## src/rtl/ht_walk.sv

```systemverilog
// Hashed page-table walker: hashes VPN^ASID to a PTG bucket, fetches PTGs and linearly probes for a hit.
// Optional HT_LAST_HIT_EN: one-entry last-hit register that short-circuits repeat lookups.
package ht_walk_pkg;
  typedef struct packed {
    logic        v;
    logic [13:0] vpn;
    logic [9:0]  asid;
    logic [38:0] ppn;
  } pte_t;

  typedef struct packed {
    pte_t [7:0] ptge;
  } ptg_t;
endpackage

module ht_walk
  import ht_walk_pkg::*;
#(
  parameter int HBITS      = 10,
  parameter int MAX_PROBES = 4,
  parameter int PTG_SHIFT  = 7
) (
  input  logic        clk,
  input  logic        rst,
  input  logic        req,
  input  logic [31:0] vadr,
  input  logic [9:0]  asid,
  input  logic [31:0] ptbr,
  output logic        busy,
  output logic        done,
  output logic        found,
  output logic [2:0]  which,
  output ptg_t        rec,
  output logic        mreq,
  output logic [31:0] madr,
  input  logic        mack,
  input  logic        mrdy,
  input  ptg_t        mdat
);
  typedef enum logic [2:0] {S_IDLE, S_REQ, S_WAIT, S_CMP, S_DONE} state_t;

  localparam logic [3:0] LP_MAX = 4'(MAX_PROBES);

  state_t           r_state, w_next;
  logic [HBITS-1:0] r_idx;
  logic [3:0]       r_cnt;
  logic [13:0]      r_vpn;
  logic [9:0]       r_asid;
  logic [31:0]      r_base;
  logic             r_found;
  logic [2:0]       r_which;
  ptg_t             r_rec;

  logic [HBITS-1:0] w_idx0;
  logic [31:0]      w_base;
  logic             w_hit;
  logic [2:0]       w_hidx;
  logic             w_lh_match;
  ptg_t             w_lh_rec;
  logic [2:0]       w_lh_which;
  logic             w_unused;

  assign w_idx0   = vadr[18+HBITS-1:18] ^ HBITS'(asid);
  assign w_base   = {ptbr[31:PTG_SHIFT], {PTG_SHIFT{1'b0}}};
  assign w_unused = ^{vadr[17:0], ptbr[PTG_SHIFT-1:0]};

  assign busy  = (r_state == S_REQ) || (r_state == S_WAIT) || (r_state == S_CMP);
  assign done  = (r_state == S_DONE);
  assign mreq  = (r_state == S_REQ);
  assign madr  = r_base + (32'(r_idx) << PTG_SHIFT);
  assign found = r_found;
  assign which = r_which;
  assign rec   = r_rec;

  // Descending scan so the lowest matching PTE index wins.
  always_comb begin
    w_hit  = 1'b0;
    w_hidx = 3'd0;
    for (int i = 7; i >= 0; i--) begin
      if (r_rec.ptge[i].v && r_rec.ptge[i].vpn == r_vpn && r_rec.ptge[i].asid == r_asid) begin
        w_hit  = 1'b1;
        w_hidx = 3'(i);
      end
    end
  end

`ifdef HT_LAST_HIT_EN
  logic        r_lh_v;
  logic [13:0] r_lh_vpn;
  logic [9:0]  r_lh_asid;
  logic [31:0] r_lh_base;
  ptg_t        r_lh_rec;
  logic [2:0]  r_lh_which;

  assign w_lh_match = r_lh_v && (r_lh_vpn == vadr[31:18]) && (r_lh_asid == asid) &&
                      (r_lh_base == w_base);
  assign w_lh_rec   = r_lh_rec;
  assign w_lh_which = r_lh_which;

  always_ff @(posedge clk or negedge rst) begin
    if (!rst) begin
      r_lh_v     <= 1'b0;
      r_lh_vpn   <= '0;
      r_lh_asid  <= '0;
      r_lh_base  <= '0;
      r_lh_rec   <= '0;
      r_lh_which <= '0;
    end else if (r_state == S_CMP && w_hit) begin
      r_lh_v     <= 1'b1;
      r_lh_vpn   <= r_vpn;
      r_lh_asid  <= r_asid;
      r_lh_base  <= r_base;
      r_lh_rec   <= r_rec;
      r_lh_which <= w_hidx;
    end
  end
`else
  assign w_lh_match = 1'b0;
  assign w_lh_rec   = '0;
  assign w_lh_which = 3'd0;
`endif

  always_ff @(posedge clk or negedge rst) begin
    if (!rst) r_state <= S_IDLE;
    else      r_state <= w_next;
  end

  always_comb begin
    w_next = r_state;
    case (r_state)
      S_IDLE: if (req) w_next = w_lh_match ? S_DONE : S_REQ;
      S_REQ:  if (mack) w_next = S_WAIT;
      S_WAIT: if (mrdy) w_next = S_CMP;
      S_CMP:  w_next = (!w_hit && r_cnt < LP_MAX) ? S_REQ : S_DONE;
      S_DONE: w_next = S_IDLE;
      default: w_next = S_IDLE;
    endcase
  end

  always_ff @(posedge clk or negedge rst) begin
    if (!rst) begin
      r_idx   <= '0;
      r_cnt   <= '0;
      r_vpn   <= '0;
      r_asid  <= '0;
      r_base  <= '0;
      r_found <= 1'b0;
      r_which <= '0;
      r_rec   <= '0;
    end else begin
      case (r_state)
        S_IDLE: if (req) begin
          r_vpn   <= vadr[31:18];
          r_asid  <= asid;
          r_base  <= w_base;
          r_idx   <= w_idx0;
          r_cnt   <= 4'd1;
          r_found <= w_lh_match;
          r_which <= w_lh_which;
          if (w_lh_match) r_rec <= w_lh_rec;
        end
        S_WAIT: if (mrdy) r_rec <= mdat;
        S_CMP: begin
          if (w_hit) begin
            r_found <= 1'b1;
            r_which <= w_hidx;
          end else if (r_cnt < LP_MAX) begin
            r_idx <= r_idx + 1'b1;
            r_cnt <= r_cnt + 4'd1;
          end else begin
            r_found <= 1'b0;
            r_which <= 3'd0;
          end
        end
        default: ;
      endcase
    end
  end
endmodule

```

## config.mk

```make
export PLATFORM = sky130hd
export DESIGN_NAME = ht_walk
export DESIGN_NICKNAME = d
export VERILOG_FILES = /design/src/rtl/ht_walk.sv
export SDC_FILE = /design/constraint.sdc
export NUM_CORES = 1
export LEC_CHECK = 0
export ABC_AREA = 1
export ABC_CLOCK_PERIOD_IN_PS = 2700
export BUFFER_PORTS_ARGS = -buffer_cell sky130_fd_sc_hd__buf_2
export CORE_AREA = 5 5 445 447
export CTS_CLUSTER_DIAMETER = 40
export DETAILED_ROUTE_END_ITERATION = 8
export DIE_AREA = 0 0 450 452
export HOLD_SLACK_MARGIN = 0.1
export PLACE_DENSITY = 0.42
export SKIP_LAST_GASP = 1
export SLEW_MARGIN = 20
export SYNTH_ARGS = -nofsm -noshare
export SYNTH_HDL_FRONTEND = slang
export SYNTH_SLANG_ARGS = --single-unit
```

## constraint.sdc

```tcl
create_clock -name clk -period 2.7 [get_ports clk]
set_input_delay 0.135 -clock clk [delete_from_list [all_inputs] [get_ports clk]]
set_output_delay 0.135 -clock clk [all_outputs]
set_load 0.05 [all_outputs]
```

# Word level (Yosys, flattened, before mapping)
# Cells that the tools add are included.
[totals]
input_bits = 591
register_bits = 582
wordCells = 135
output_inout_bits = 551
[classes]
n_mux = 37
n_reduce_logical = 27
eq_ne = 26
addsub = 3
magnitude_cmp = 1
n_bitwise = 1
[op_table]
columns = ["operator", "count"]
rows = [
  ["== test 14 bit", 8],
  ["== test 10 bit", 8],
  ["two-way mux 3 bit", 15],
  ["adder 32 x 17 -> 32 bit", 1],
  ["two-way mux 10 bit", 3],
  ["one-hot mux 10 bit (2 select lines)", 1],
  ["logical AND 1 bit", 17],
  ["two-way mux 4 bit", 3],
  ["one-hot mux 3 bit (4 select lines)", 1],
  ["two-way mux 1 bit", 11],
  ["adder 10 x 1 -> 10 bit, second input constant", 1],
  ["bitwise XOR 10 bit", 1],
  ["one-hot mux 4 bit (2 select lines)", 1],
  ["== test 3 x 2 -> 1 bit, second input constant", 2],
  ["inequality test 2 bit, second input constant", 3],
  ["one-hot mux 3 bit (2 select lines)", 1],
  ["AND reduction 3 bit", 2],
  ["adder 4 x 1 -> 4 bit, second input constant", 1],
  ["less-than comparator 4 x 3 -> 1 bit, second input constant", 1],
  ["inequality test 2 x 1 -> 1 bit, second input constant", 2],
  ["AND reduction 2 bit", 2],
  ["AND reduction 4 bit", 1],
  ["== test 3 x 1 -> 1 bit, second input constant", 1],
  ["== test 3 bit, second input constant", 1],
  ["other kinds (6)", 7],
]

# Depth between registers and ports, before layout
[logic_depth]
word_depth = 15
depth_mapped = 18
ltp_nobuf = 16

# Worst setup path before layout
# OpenSTA, ideal clock, no wires.
[synth_path]
path_type = "register -> output"
startpoint = "register r_idx[3]"
endpoint = "output madr[30]"
slack_ns = -0.066
stages_incl_launch_ff = 13
arrival_ns = 2.631
cell_sequence = "dfrtp_1 -> ha_1 -> nand2_1 -> or2_0 -> nand3_1 -> nand3_1 -> nand2_1 -> nand2_1 -> nand2_1 -> nand2_1 -> nor2_2 -> nand3_1 -> xnor2_1"
[synth_via]
elab_chain_len = 1
[synth_rtl]
columns = ["element", "line_no", "source"]
rows = [
  ["start: declaration", "45", "logic [HBITS-1:0] r_idx;"],
  ["start signal: assignment", "156", "r_idx <= w_idx0;"],
  ["start signal: assignment", "168", "r_idx <= r_idx + 1'b1;"],
  ["adder 32 x 17 -> 32 bit", "70", "assign madr = r_base + (32'(r_idx) << PTG_SHIFT);"],
  ["end: declaration", "35", "output logic [31:0] madr,"],
]
# Every way passes these cells.

# Worst setup path after layout
[layout_path]
startpoint = "register r_idx[0]"
endpoint = "output madr[31]"
# Same word-level chain as after synthesis.

==> results.py <==
metrics = {
    "synthesis": {
        "synth_cells": 2810,
        "synth-seq-area-share_pct": 53.5,
        "synth_area_um2": 27200,
        "syn_avg_cell_area_um2": 9.68,
        "ys_warn_count": 0,
        "synth_top_area_share_pct": 53.5,
        "yosys_register_bits": 582,
        "yosys.area.top_type": "dfrtp_1",
        "ys_types": 41,
        "synthTopCellsByArea": "dfrtp_1 54%, mux2_2 15%, nand2_1 8.6%",
    },
    "clocking": {
        "htree_levels": 4,
        "cts_inserted_buffers": 142,
        "cts.path.max_buffers": 3,
        "clk_pin_slew_ns": 0.05,
        "cts-root-buf": "clkbuf_16",
        "worstSkewPairLatency_ns": 0.78,
        "cts_tree": "built",
        "cts_num_sinks": 582,
    },
    "grt": {
        "grt_overflow": 0,
        "grt_pass1_wl_um": 252000,
        "track_usage_pct": 17.6,
        "grt_max_degree": 85,
        "grt_pass1_vias": 33000,
        "antenna_found_initial": 45,
    },
    "timing": {
        "hold_violations": 0,
        "finalSetupTns_ns": -4.57,
        "fin_crit_sh_pct": 114,
        "maxSlewViolCount": 0,
        "clock.fmax_mhz": 324,
        "tightest_slew_ns": 0.579,
        "rsz0062_at_grt": "true",
        "fin_ws_ns": -0.386,
        "fin_crit_ns": 3.09,
        "skew_ns": 0.0374,
        "final-setup-viol-count": 19,
        "whs_ns": 0.159,
        "max_slew_margin_pct": 61.0,
    },
    "pwr": {
        "ir_drop_mv": 0.972,
        "power.total_mw": 77.6,
        "p_leak_nw": 25.3,
        "power.density_nw_per_um2": 1480,
    },
    "detailed_routing": {
        "wl_per_cell_um": 23.8,
        "ant_nets": 0,
        "num_vias": 30400,
        "dr.pass1.iters": 7,
        "routed_wl_um": 185000,
        "route.detailed.drc": 0,
        "first_iter_violations": 1736,
        "vias_per_cell": 3.92,
    },
    "place": {
        "place_hpwl_um": 148000,
        "numPortBuffers": 1109,
        "place_ws_ns": 0.0777,
        "dpl_cell_area_um2": 36800,
        "gp_congestion": 0.897,
    },
    "die": {
        "rows": 162,
        "die-width_um": 450,
        "start_util_pct": 14.0,
        "dieHeight_um": 452,
        "ioPinCount": 1142,
        "dieArea_um2": 203000,
        "design.core.area_um2": 194000,
    },
    "hold_path": {
        "hold_class": "primary input to flop",
        "hold_depth": 4,
    },
    "setup_path": {
        "crit_type": "flop to output port",
        "crit_path_end_kind": "output port",
        "reg2reg_depth": 7,
        "cp.required_ns": 2.57,
        "start_kind": "flop",
        "cp_max_fo": 3,
        "worstPathArrival_ns": 2.95,
    },
    "status": {
        "status": "complete, but fails checks",
        "failed_checks": "setup timing",
    },
    "finish": {
        "nNetsFinal": 5697,
        "final_cell_area_um2": 52400,
        "syn_to_final_growth_pct": 92.5,
        "drive_gt1_share_pct": 38.2,
        "multi_input_area_um2": 11600,
        "n_fill_cell": 20700,
        "regArea_um2": 14600,
    },
    "run": {
        "maxCapViolCount": 0,
    },
}
## layer usage
metal | part of all wire (%) | up-vias | global-route usage (%)
met3 | 8.0 | 369 | 6.25
met5 | 0 | - | 0
met2 | 49 | 1211 | 30.5
li1 | - | 13800 | -
met1 | 38 | 15100 | 19.1
met4 | 5.3 | 0 | 8.41
## Yosys cell counts, drive strengths merged
library cell    n
clkbuf         33
and3            7
and2            5
xor2           46
clkinv          1
a21oi         167
a21boi          3
nor4            2
a31oi           2
nand3b         12
mux2          369
xnor2          41
conb            1
buf            88
o21a            4
dfrtp         582
o21ai         101
ha             12
inv           213
o211ai          1
nor3            7
fa              1
or2             1
nor2b           3
nand2         644
nand4          40
o22ai           3
nand3          66
a21o            2
nand2b          1
nor2          352
## flip-flops by register name, indices dropped and copies added (netlist names)
name and count:
rec 512, r_base 25, r_vpn 14, r_asid 10, r_idx 10, r_cnt 4
r_state 3, which 3, found 1
## where the power goes
| group | leakage (nW) | total, mW | internal [mW] | switching, mW |
|---|---|---|---|---|
| clock | 2.50 | 18.5 | 12.5 | 5.99 |
| combinational | 16.0 | 41.9 | 12.3 | 29.7 |
| sequential | 6.79 | 17.2 | 13.0 | 4.17 |
| total | 25.3 | 77.6 | 37.8 | 39.8 |
## worst paths after layout
check                                       start                    end  slack (ns)
setup reg to reg           r_state[2]$_DFFE_PN0P_  r_vpn[13]$_DFFE_PN0P_        0.07
min in group asynchronous                     rst    rec[42]$_DFFE_PN0P_        0.19
hold / removal                          mdat[378]   rec[378]$_DFFE_PN0P_        0.16
hold reg to reg               rec[64]$_DFFE_PN0P_    rec[64]$_DFFE_PN0P_        0.49
setup / recovery             r_idx[0]$_DFFE_PN0P_               madr[31]       -0.39
max in group asynchronous                     rst    rec[85]$_DFFE_PN0P_        1.93
## layout by cell type (no fill, tap or decap), types with 7 or more instances in the layout
master,instances
clkbuf_16,144
inv_2,18
buf_6,17
o21ai_2,13
dfrtp_1,580
o21ai_0,70
buf_2,1087
nand2_2,21
and3_1,7
dlygate4sd3_1,977
nand2_1,619
inv_1,195
xnor2_2,7
clkinv_2,16
nand3_1,59
conb_1,7
nand4_1,40
buf_12,24
clkinv_4,9
mux2_2,369
diode_2,19
bufinv_16,21
a21oi_1,164
ha_4,9
clkbuf_1,14
buf_4,147
xor2_1,40
nand3b_1,12
clkbuf_8,27
o21ai_1,18
clkinvlp_4,9
nor2_1,348
xnor2_1,34
## metrics by stage
step | cells | util (%)
after floorplan | 2816 | -
after global placement | 6491 | 19.0
after detailed placement | 6491 | 19.0
after CTS | 7737 | 26.9
after global routing | 7761 | 27.0
final | 7766 | 27.0
## logic make-up after synthesis
kind of cell | count (synthesis) | synth area share (%)
simple gates | 1140 | 17.0
mux | 369 | 15.3
buf+inv | 335 | 5.29
fa+ha+maj | 13 | 0.626
xor+xnor | 87 | 2.80
flops | 582 | 53.5
compound gates | 283 | 5.46
other cells | 1 | 0.0138
## worst max-delay path: stages, from the launching register on
cell and delay, ns:
dfrtp_1 0.38, ha_2 0.22, inv_2 0.04, fa_2 0.34
nor3_2 0.14, nor2_2 0.07, o21ai_2 0.20, nand3_2 0.12
nor4_2 0.17, buf_4 0.17, xor2_2 0.15, buf_6 0.18
## cell type report
| cell class | count | area share [%] |
|---|---|---|
| antenna | 19 | 0.0908 |
| clock inverter | 71 | 2.16 |
| clock buffer | 185 | 7.69 |
| timing repair buffer | 2254 | 32.5 |
| sequential | 582 | 27.8 |
| multi-input combinational | 1899 | 22.1 |
| tap | 2542 | 6.07 |
| inverter | 214 | 1.53 |
## timing repair
| item | 4_1_cts | 5_1_grt |
|---|---|---|
| endpoints found under the hold margin | 1065 | 0 |
| hold buffers | 978 | 0 |
| resized for setup | 70 | 26 |
| endpoints found under the setup margin | 21 | 32 |
| setup buffers | 12 | 10 |
| pin swaps | 19 | 22 |
| gates cloned | 0 | 0 |
No activity file was read; power rests on OpenSTA's default activity.
